$ cat config.mk
export PLATFORM = sky130hd
export DESIGN_NAME = alu_ctrl_decoder
export DESIGN_NICKNAME = d
export VERILOG_FILES = /design/src/rtl/rv32i_pkg.sv /design/src/rtl/rv32i_decode_comb.sv /design/src/rtl/alu_ctrl_decoder.sv
export SDC_FILE = /design/constraint.sdc
export NUM_CORES = 1
export LEC_CHECK = 0
export ABC_CLOCK_PERIOD_IN_PS = 2300
export BUFFER_PORTS_ARGS = -buffer_cell sky130_fd_sc_hd__buf_2
export CAP_MARGIN = 10
export CORE_MARGIN = 5
export CORE_UTILIZATION = 45
export CTS_CLUSTER_DIAMETER = 100
export DETAILED_ROUTE_END_ITERATION = 10
export GPL_TIMING_DRIVEN = 0
export PLACE_DENSITY = 0.69
export SLEW_MARGIN = 20
export SYNTH_ARGS = -nofsm -noshare
export SYNTH_HDL_FRONTEND = slang
export SYNTH_SLANG_ARGS = --single-unit
$ cat constraint.sdc
create_clock -name clk -period 2.3 [get_ports clk]
set_input_delay 0.23 -clock clk [delete_from_list [all_inputs] [get_ports clk]]
set_output_delay 0.23 -clock clk [all_outputs]
set_load 0.02 [all_outputs]
$ cat src/rtl/rv32i_pkg.sv
// Shared RV32I decode definitions: opcodes, ALU control codes, decoded entry and buffer states.
package rv32i_pkg;

    localparam logic [6:0] OP_R     = 7'b0110011;
    localparam logic [6:0] OP_I     = 7'b0010011;
    localparam logic [6:0] OP_LOAD  = 7'b0000011;
    localparam logic [6:0] OP_STORE = 7'b0100011;

    localparam logic [6:0] F7_BASE = 7'b0000000;
    localparam logic [6:0] F7_ALT  = 7'b0100000;

    localparam logic [3:0] ALU_ADD  = 4'h0;
    localparam logic [3:0] ALU_SUB  = 4'h1;
    localparam logic [3:0] ALU_SLL  = 4'h2;
    localparam logic [3:0] ALU_SLT  = 4'h3;
    localparam logic [3:0] ALU_SLTU = 4'h4;
    localparam logic [3:0] ALU_XOR  = 4'h5;
    localparam logic [3:0] ALU_SRL  = 4'h6;
    localparam logic [3:0] ALU_SRA  = 4'h7;
    localparam logic [3:0] ALU_OR   = 4'h8;
    localparam logic [3:0] ALU_AND  = 4'h9;
    localparam logic [3:0] ALU_LB   = 4'hA;
    localparam logic [3:0] ALU_LH   = 4'hB;
    localparam logic [3:0] ALU_LBU  = 4'hC;
    localparam logic [3:0] ALU_LHU  = 4'hD;

    // One decoded instruction as it sits in the skid buffer
    typedef struct packed {
        logic [3:0]  control;
        logic [31:0] imm;
        logic        alu_src_imm;
        logic        reg_write;
        logic        mem_read;
        logic        mem_write;
        logic [4:0]  rs1;
        logic [4:0]  rs2;
        logic [4:0]  rd;
        logic        illegal;
    } dec_entry_t;

    typedef enum logic [1:0] {
        BUF_EMPTY = 2'd0,
        BUF_ONE   = 2'd1,
        BUF_TWO   = 2'd2
    } buf_state_t;

    // Sign-extended I-type immediate
    function automatic logic [31:0] imm_i(input logic [31:0] instr);
        return {{20{instr[31]}}, instr[31:20]};
    endfunction

    // Sign-extended S-type immediate
    function automatic logic [31:0] imm_s(input logic [31:0] instr);
        return {{20{instr[31]}}, instr[31:25], instr[11:7]};
    endfunction

endpackage

$ cat src/rtl/rv32i_decode_comb.sv
// Pure combinational RV32I instruction to decoded-entry translation.
module rv32i_decode_comb
    import rv32i_pkg::*;
(
    input  logic [31:0] instr,
    output dec_entry_t  entry
);

    logic [6:0] opcode;
    logic [2:0] funct3;
    logic [6:0] funct7;

    assign opcode = instr[6:0];
    assign funct3 = instr[14:12];
    assign funct7 = instr[31:25];

    // Start from an illegal entry with raw register fields, then fill in recognised encodings
    always_comb begin
        entry         = '0;
        entry.rs1     = instr[19:15];
        entry.rs2     = instr[24:20];
        entry.rd      = instr[11:7];
        entry.illegal = 1'b1;
        unique case (opcode)
            OP_R: begin
                if (funct7 == F7_BASE) begin
                    entry.illegal = 1'b0;
                    unique case (funct3)
                        3'b000: entry.control = ALU_ADD;
                        3'b001: entry.control = ALU_SLL;
                        3'b010: entry.control = ALU_SLT;
                        3'b011: entry.control = ALU_SLTU;
                        3'b100: entry.control = ALU_XOR;
                        3'b101: entry.control = ALU_SRL;
                        3'b110: entry.control = ALU_OR;
                        3'b111: entry.control = ALU_AND;
                        default: entry.control = ALU_ADD;
                    endcase
                end else if (funct7 == F7_ALT && funct3 == 3'b000) begin
                    entry.illegal = 1'b0;
                    entry.control = ALU_SUB;
                end else if (funct7 == F7_ALT && funct3 == 3'b101) begin
                    entry.illegal = 1'b0;
                    entry.control = ALU_SRA;
                end
                entry.reg_write = !entry.illegal;
            end
            OP_I: begin
                entry.illegal = 1'b0;
                unique case (funct3)
                    3'b000: entry.control = ALU_ADD;
                    3'b010: entry.control = ALU_SLT;
                    3'b011: entry.control = ALU_SLTU;
                    3'b100: entry.control = ALU_XOR;
                    3'b110: entry.control = ALU_OR;
                    3'b111: entry.control = ALU_AND;
                    3'b001: begin
                        entry.control = ALU_SLL;
                        entry.illegal = (funct7 != F7_BASE);
                    end
                    3'b101: begin
                        if (funct7 == F7_BASE) begin
                            entry.control = ALU_SRL;
                        end else if (funct7 == F7_ALT) begin
                            entry.control = ALU_SRA;
                        end else begin
                            entry.illegal = 1'b1;
                        end
                    end
                    default: entry.illegal = 1'b1;
                endcase
                if (!entry.illegal) begin
                    entry.imm         = imm_i(instr);
                    entry.alu_src_imm = 1'b1;
                    entry.reg_write   = 1'b1;
                end else begin
                    entry.control = ALU_ADD;
                end
            end
            OP_LOAD: begin
                entry.illegal = 1'b0;
                unique case (funct3)
                    3'b000: entry.control = ALU_LB;
                    3'b001: entry.control = ALU_LH;
                    3'b010: entry.control = ALU_ADD;
                    3'b100: entry.control = ALU_LBU;
                    3'b101: entry.control = ALU_LHU;
                    default: entry.illegal = 1'b1;
                endcase
                if (!entry.illegal) begin
                    entry.imm         = imm_i(instr);
                    entry.alu_src_imm = 1'b1;
                    entry.reg_write   = 1'b1;
                    entry.mem_read    = 1'b1;
                end
            end
            OP_STORE: begin
                if (funct3 == 3'b000 || funct3 == 3'b001 || funct3 == 3'b010) begin
                    entry.illegal     = 1'b0;
                    entry.control     = ALU_ADD;
                    entry.imm         = imm_s(instr);
                    entry.alu_src_imm = 1'b1;
                    entry.mem_write   = 1'b1;
                end
            end
            default: entry.illegal = 1'b1;
        endcase
    end

endmodule

$ cat src/rtl/alu_ctrl_decoder.sv
// RV32I decode stage: combinational decode feeding a 2-entry skid buffer with registered ready.
module alu_ctrl_decoder
    import rv32i_pkg::*;
(
    input  logic        clk,
    input  logic        rst_n,
    input  logic        flush,
    input  logic        in_valid,
    output logic        in_ready,
    input  logic [31:0] instr,
    output logic        out_valid,
    input  logic        out_ready,
    output logic [3:0]  control,
    output logic [31:0] imm,
    output logic        alu_src_imm,
    output logic        reg_write,
    output logic        mem_read,
    output logic        mem_write,
    output logic [4:0]  rs1,
    output logic [4:0]  rs2,
    output logic [4:0]  rd,
    output logic        illegal,
    output logic [7:0]  illegal_count
);

    buf_state_t state;
    buf_state_t state_next;
    dec_entry_t decoded;
    dec_entry_t head;
    dec_entry_t tail;
    logic       in_ready_q;
    logic       accept;
    logic       pop;
    logic       load_head;
    logic       load_tail;
    logic       shift_up;

    rv32i_decode_comb u_decode (
        .instr (instr),
        .entry (decoded)
    );

    assign accept = in_valid && in_ready_q && !flush;
    assign pop    = (state != BUF_EMPTY) && out_ready;

    // Buffer occupancy transitions; flush wins over accept and pop
    always_comb begin
        state_next = state;
        load_head  = 1'b0;
        load_tail  = 1'b0;
        shift_up   = 1'b0;
        if (flush) begin
            state_next = BUF_EMPTY;
        end else begin
            unique case (state)
                BUF_EMPTY: begin
                    if (accept) begin
                        state_next = BUF_ONE;
                        load_head  = 1'b1;
                    end
                end
                BUF_ONE: begin
                    if (accept && pop) begin
                        load_head = 1'b1;
                    end else if (accept) begin
                        state_next = BUF_TWO;
                        load_tail  = 1'b1;
                    end else if (pop) begin
                        state_next = BUF_EMPTY;
                    end
                end
                BUF_TWO: begin
                    if (pop) begin
                        state_next = BUF_ONE;
                        shift_up   = 1'b1;
                    end
                end
                default: state_next = BUF_EMPTY;
            endcase
        end
    end

    // State register plus a registered copy of "not full" for the fetch side
    always_ff @(posedge clk or negedge rst_n) begin
        if (!rst_n) begin
            state      <= BUF_EMPTY;
            in_ready_q <= 1'b1;
        end else begin
            state      <= state_next;
            in_ready_q <= (state_next != BUF_TWO);
        end
    end

    // Entry storage: head is what execute sees, tail is the skid slot
    always_ff @(posedge clk or negedge rst_n) begin
        if (!rst_n) begin
            head <= '0;
            tail <= '0;
        end else begin
            if (load_head) begin
                head <= decoded;
            end else if (shift_up) begin
                head <= tail;
            end
            if (load_tail) begin
                tail <= decoded;
            end
        end
    end

    // Saturating count of accepted illegal instructions, untouched by flush
    always_ff @(posedge clk or negedge rst_n) begin
        if (!rst_n) begin
            illegal_count <= 8'd0;
        end else if (accept && decoded.illegal && illegal_count != 8'hFF) begin
            illegal_count <= illegal_count + 8'd1;
        end
    end

    assign in_ready    = in_ready_q;
    assign out_valid   = (state != BUF_EMPTY);
    assign control     = head.control;
    assign imm         = head.imm;
    assign alu_src_imm = head.alu_src_imm;
    assign reg_write   = head.reg_write;
    assign mem_read    = head.mem_read;
    assign mem_write   = head.mem_write;
    assign rs1         = head.rs1;
    assign rs2         = head.rs2;
    assign rd          = head.rd;
    assign illegal     = head.illegal;

endmodule

# Word level (Yosys, flattened, before mapping)
# Memory sizes are Yosys's and may differ from the RTL's.
# Index checks and enable logic that the tools add are counted.
[word_totals]
register_bits = 123
latchBits = 0
ramBits = 0
rom_bits = 32
input_bits = 37
output_inout_bits = 66
elab_cells = 108
memories = 1
[memory_table]
columns = ["memory", "words", "word_bits", "read_ports", "rd_clocked_by_memory_dff", "write_ports", "line_no", "source"]
rows = [
  ["(no name shown)", 8, 4, 1, 0, 0, "rv32i_decode_comb.sv:28", "unique case (funct3)"],
]
[op_classes]
addsub = 1
multipliers = 0
div = 0
order_cmp = 0
n_eq_ne = 16
shift = 0
muxes = 48
bitwise = 0
n_reduce_logical = 19
[ops]
columns = ["operator", "count"]
rows = [
  ["two-way mux 56 bit", 2],
  ["one-hot mux 33 bit (3 select lines)", 1],
  ["two-way mux 35 bit", 1],
  ["two-way mux 34 bit", 1],
  ["two-way mux 33 bit", 1],
  ["one-hot mux 4 bit (4 select lines)", 2],
  ["one-hot mux 4 bit (8 select lines)", 1],
  ["two-way mux 1 bit", 22],
  ["== test 7 x 6 -> 1 bit, second input constant", 3],
  ["two-way mux 4 bit", 4],
  ["== test 3 bit, second input constant", 4],
  ["two-way mux 2 bit", 6],
  ["adder 8 x 1 -> 8 bit, second input constant", 1],
  ["logical AND 1 bit", 8],
  ["inequality test 8 bit, second input constant", 1],
  ["== test 7 x 2 -> 1 bit, second input constant", 1],
  ["== test 7 x 5 -> 1 bit, second input constant", 1],
  ["logical NOT 7 bit", 1],
  ["nonzero test 7 bit", 1],
  ["== test 3 x 2 -> 1 bit, second input constant", 2],
  ["two-way mux 3 bit", 2],
  ["one-hot mux 2 bit (3 select lines)", 1],
  ["OR reduction 5 bit", 1],
  ["one-hot mux 1 bit (2 select lines)", 2],
  ["11 further kinds", 14],
]

# Logic depth before layout (Yosys ltp)
[depth]
depth_word = 9
mapped_depth = 10
depth_no_buf = 8

# Modules after synthesis
# Synthesis repeated with hierarchy kept, for this count alone.
[unflattened]
cells_unflattened = 541
hier_area_um2 = 6311.1
[modules_own_cells]
columns = ["mod", "n_inst", "cells_per_inst", "area_per_inst_um2"]
rows = [
  ["alu_ctrl_decoder", 1, 416, 5422.7],
  ["rv32i_decode_comb", 1, 125, 888.4],
]

# Worst setup path after synthesis
# No wires, ideal clock.
[synth_timing]
kind = "input -> register"
startpoint = "in instr[13]"
endpoint = "reg illegal_count[1]"
setup_time_ps = 125
arrival_time_ps = 1986
t_required_ps = 2175
setup_slack_ps = 190
path_stages = 9
cell_sequence = "inv_1 > ha_1 > clkbuf_1 > mux2i_1 > a2111oi_0 > o21ai_0 > o21a_1 > nand2_1 > mux2_2"
[synth_between]
elab_chain_cells = 9
[synth_lines]
columns = ["item", "line_no", "source"]
rows = [
  ["from (decl)", "alu_ctrl_decoder.sv:10", "input logic [31:0] instr,"],
  ["== test 3 bit", "rv32i_decode_comb.sv:42, rv32i_decode_comb.sv:50, rv32i_decode_comb.sv:82", ""],
  ["logical AND 1 bit", "rv32i_decode_comb.sv:42", "end else if (funct7 == F7_ALT && funct3 == 3'b101) begin"],
  ["two-way mux 1 bit", "rv32i_decode_comb.sv:42", ""],
  ["two-way mux 1 bit", "rv32i_decode_comb.sv:39", "end else if (funct7 == F7_ALT && funct3 == 3'b000) begin"],
  ["two-way mux 1 bit", "rv32i_decode_comb.sv:26", "if (funct7 == F7_BASE) begin"],
  ["two-way mux 1 bit", "rv32i_decode_comb.sv:24", "unique case (opcode)"],
  ["one-hot mux 1 bit (4 select lines) (*)", "rv32i_decode_comb.sv:24", ""],
  ["logical AND 1 bit (*) (2 in a row)", "alu_ctrl_decoder.sv:115", "end else if (accept && decoded.illegal && illegal_count != 8'hFF) begin"],
  ["to (signal assigned)", "alu_ctrl_decoder.sv:116", "illegal_count <= illegal_count + 8'd1;"],
  ["to (decl)", "alu_ctrl_decoder.sv:23", "output logic [7:0] illegal_count"],
]
# Every way passes the cells marked *; elsewhere a longest branch is shown, timed or not. The select of a mux whose other input is x is not followed.
# A chain may end at the register's enable or synchronous reset.

# Worst setup path in the final report
[layout_timing]
startpoint = "reg state[0]"
endpoint = "reg head (netlist bit imm[9])"
[layout_between]
elab_chain_cells = 7
[layout_lines]
columns = ["item", "line_no", "source"]
rows = [
  ["from (decl)", "alu_ctrl_decoder.sv:26", "buf_state_t state;"],
  ["from (signal assigned)", "alu_ctrl_decoder.sv:89", "state <= state_next;"],
  ["nonzero test 2 bit", "alu_ctrl_decoder.sv:44", "assign pop = (state != BUF_EMPTY) && out_ready;"],
  ["logical AND 1 bit", "alu_ctrl_decoder.sv:44", ""],
  ["logical AND 1 bit", "alu_ctrl_decoder.sv:63", "if (accept && pop) begin"],
  ["two-way mux 1 bit", "alu_ctrl_decoder.sv:63", ""],
  ["one-hot mux 1 bit (2 select lines)", "alu_ctrl_decoder.sv:55", "unique case (state)"],
  ["two-way mux 1 bit", "alu_ctrl_decoder.sv:52", "if (flush) begin"],
  ["two-way mux 56 bit / nonzero test 2 bit (equally long branches)", "-", ""],
  ["to (signal assigned)", "alu_ctrl_decoder.sv:101", "head <= decoded;"],
  ["to (signal assigned)", "alu_ctrl_decoder.sv:103", "head <= tail;"],
  ["to (decl)", "alu_ctrl_decoder.sv:29", "dec_entry_t head;"],
]
# Several ways; a longest one is shown, not always the timed one.

==> impl_metrics.env <==
export IMPL_outcome="finished, final reports clean"
export IMPL_multiInputGateArea_um2=1740
export IMPL_gp_congestion=0.826
export IMPL_cts_setup_buffers=0
export IMPL_top_level_ports=103
export IMPL_core_um2=8760
export IMPL_seq_power_share_pct=49.4
export IMPL_syn_inst=447
export IMPL_worstReg2RegEnd="imm[9]$_DFFE_PN0P_"
export IMPL_r2r_start="state[0]$_DFF_PN0_"
export IMPL_clock_path_buffers=2
export IMPL_die_x_um=105
export IMPL_synth_top_family_by_area="simple AND/OR/NAND/NOR gates"
export IMPL_power_switching_w=0.00121
export IMPL_clkPwrFrac_pct=28.9
export IMPL_finalMaxSlewViolations=0
export IMPL_drive_above_1_share_pct=28.4
export IMPL_fp_row_count=34
export IMPL_synth_warnings=0
export IMPL_fin_crit_sh_pct=91.5
export IMPL_final_util_pct=56.9
export IMPL_drc=0
export IMPL_cts_tree="yes"
export IMPL_finalWirelength_um=10800
export IMPL_dr_first_iter_drc_count=254
export IMPL_power_leakage_nw=2.51
export IMPL_clkLatencyLatePin_ns=0.35
export IMPL_netlist_area_um2=4060
export IMPL_initial_core_util_pct=46.3
export IMPL_p_per_area_nw_per_um2=741
export IMPL_finalHoldViolations=0
export IMPL_syn2layout_area_growth_pct=22.8
export IMPL_clk_pin_slew_ns=0.09
export IMPL_grt_overflow=0
export IMPL_combPwrFrac_pct=21.6
export IMPL_cts_buffers=9
export IMPL_cap_violations=0
export IMPL_synth_edf_count=0
export IMPL_tightest_slew_ns=0.583
export IMPL_layout_commonest_cell="nand2_1"
export IMPL_grt_pass1_wl_um=18100
export IMPL_die_area_um2=11000
export IMPL_reg2reg_slack_ns=0.20
export IMPL_r2r_cells=6
export IMPL_ys_ff_latch=83
export IMPL_syn_area_per_cell_um2=9.08
export IMPL_setup_viol=0
export IMPL_rsz0062_at_grt="false"
export IMPL_firstDrtPassIters=4
export IMPL_synthAdderAreaFrac_pct=1.54
export IMPL_hp_start="instr[16]"
export IMPL_cts_sinks=83
export IMPL_internal_power_w=0.00248
export IMPL_cp_arrival_ns=2.37
export IMPL_synthMuxAreaShare_pct=1.51
export IMPL_htree_num_levels=3
export IMPL_skew_ns=0.0123
export IMPL_end_kind="register"
export IMPL_antenna_found_initial=0
export IMPL_synth_xor_xnor_area_share_pct=1.29
export IMPL_grt_usage_pct=20.0
export IMPL_hold_path_endpoint="tail[12]$_DFFE_PN0P_"
export IMPL_slew_headroom_pct=61.1
export IMPL_start_kind="register"
export IMPL_synth_simple_area_share_pct=20.7
export IMPL_post_drt_wl_per_cell_um=16.0
export IMPL_ys_seq_area_share_pct=51.2
export IMPL_grt_pass1_vias=3583
export IMPL_regArea_um2=2080
export IMPL_final_cell_mix="123 x nand2_1, 103 x buf_2, 82 x dfrtp_1"
export IMPL_switching_share_pct=32.8
export IMPL_synth_distinct_cells=47
export IMPL_timing_fmax_mhz=475
export IMPL_synth_compound_area_share_pct=17.2
export IMPL_path_class="reg -> reg"
export IMPL_hpwlAfterDp_um=7880
export IMPL_fillers=836
export IMPL_ir_drop_mv=0.391
export IMPL_period_minus_slack_ns=2.10
export IMPL_critPathMaxFanout=10
export IMPL_viasPerCell=5.39
export IMPL_hp_class="in -> reg"
export IMPL_synth_main_ff_cell="dfrtp_1"
export IMPL_hold_ws_ns=0.0716
export IMPL_async_flop_share_pct=100
export IMPL_clock_root_buffer="clkbuf_8"
export IMPL_fin_total_pwr_w=0.00370
export IMPL_critPathRequiredTime_ns=2.57
export IMPL_vias=3636
export IMPL_place_port_buffers=101
export IMPL_worstHoldPathCells=3
export IMPL_synthesis_nets=489
export IMPL_grt_max_degree=57
export IMPL_die_h_um=105
export IMPL_diodes=0
export IMPL_nets=604
export IMPL_antenna_left=0
[what timing repair did]
item	in CTS	in global routing
hold endpoints to repair	26	0
pin swaps	0	0
endpoints found under the setup margin	38	29
resized for setup	8	6
hold buffers	1	0
[per-layer routing]
layer | track usage, % | up-vias | part of all wire (%)
met3 | 3.82 | 22 | 6.3
met2 | 31.2 | 125 | 48
li1 | - | 1763 | -
met5 | 0 | - | 0
met1 | 27.5 | 1726 | 43
met4 | 7.58 | 0 | 2.5
[power by group through the flow]
stage | combinational [W] | clock [W] | sequential [W]
final | 0.000799 | 0.00107 | 0.00183
after global routing | 0.000887 | 0.00115 | 0.00186
after CTS | 0.000807 | 0.00109 | 0.00183
after detailed placement | 0.000801 | 0 | 0.00186
after global placement | 0.000774 | 0 | 0.00184
after floorplan | 0.000342 | 0 | 0.00198
[synthesized netlist by cell type, types with 6 or more instances]
library cell    n  area [um2]
nand3_1         6        30.0
a211oi_1        7        52.6
a22oi_1        32         240
nor3_1          6        30.0
nor2b_1         9        56.3
buf_4          20         150
a21oi_1        17        85.1
nand2_1       123         462
clkbuf_1       22        82.6
xnor2_1         6        52.6
dfrtp_1        82        2050
nor2_1         21        78.8
o21ai_0        35         175
[kinds of logic (layout without fill, tap and decap cells)]
group | Yosys count | in the layout
and+or+nand+nor | 190 | 190
AOI/OAI and AO/OA | 107 | 107
DFF | 83 | 83
buffers and inverters | 50 | 170
xor gates and xnor gates | 6 | 6
muxes | 6 | 6
adders and majority gates | 5 | 5
[worst max path at each step]
stage | start | endpoint | slack [ns] | depth (start not counted)
CTS | state[0]$_DFF_PN0_ | imm[8]$_DFFE_PN0P_ | 0.03 | 6
global route | state[0]$_DFF_PN0_ | imm[8]$_DFFE_PN0P_ | 0.04 | 6
global placement | instr[13] | imm[7]$_DFFE_PN0P_ | -0.53 | 10
detailed placement | instr[13] | imm[9]$_DFFE_PN0P_ | -0.56 | 10
floorplan | instr[13] | illegal_count[1]$_DFFE_PN0P_ | 0.19 | 9
finish | state[0]$_DFF_PN0_ | imm[9]$_DFFE_PN0P_ | 0.20 | 6
[flip-flops by register name, indices dropped and copies added (netlist names), 2 cells and up]
| signal | cells |
|---|---|
| illegal_count | 8 |
| state | 2 |
| control | 4 |
| rs1 | 5 |
| tail | 36 |
| rd | 5 |
| imm | 12 |
| rs2 | 5 |
[worst max-delay path: stages (launching register included)]
cell,delay [ns]
dfrtp_1,0.50
nor2b_1,0.30
nor4_2,0.10
nor2_2,0.38
clkbuf_1,0.50
a22oi_1,0.13
o21ai_0,0.11
[through the flow]
stage                     std cells  TNS, ns  cell area (um2)  worst slack (ns)
after floorplan                 447        0             4060             0.190
after global placement          656   -20.40             4700            -0.532
after detailed placement        658   -15.06             4740            -0.558
after CTS                       675        0             4970            0.0280
after global routing            675        0             4990            0.0371
final                           675        0             4990             0.196
[area by class of cell]
| type | instances | area share [%] |
|---|---|---|
| inverters | 5 | 0.376 |
| repair buffers | 104 | 11.1 |
| clock inverters | 7 | 1.56 |
| plain buffers | 45 | 5.12 |
| multi-input cells | 314 | 35.0 |
| flip-flops and latches | 83 | 41.7 |
| clock buffers | 9 | 2.48 |
| well taps | 108 | 2.71 |
Note: power is estimated with default switching activity, not from simulation.
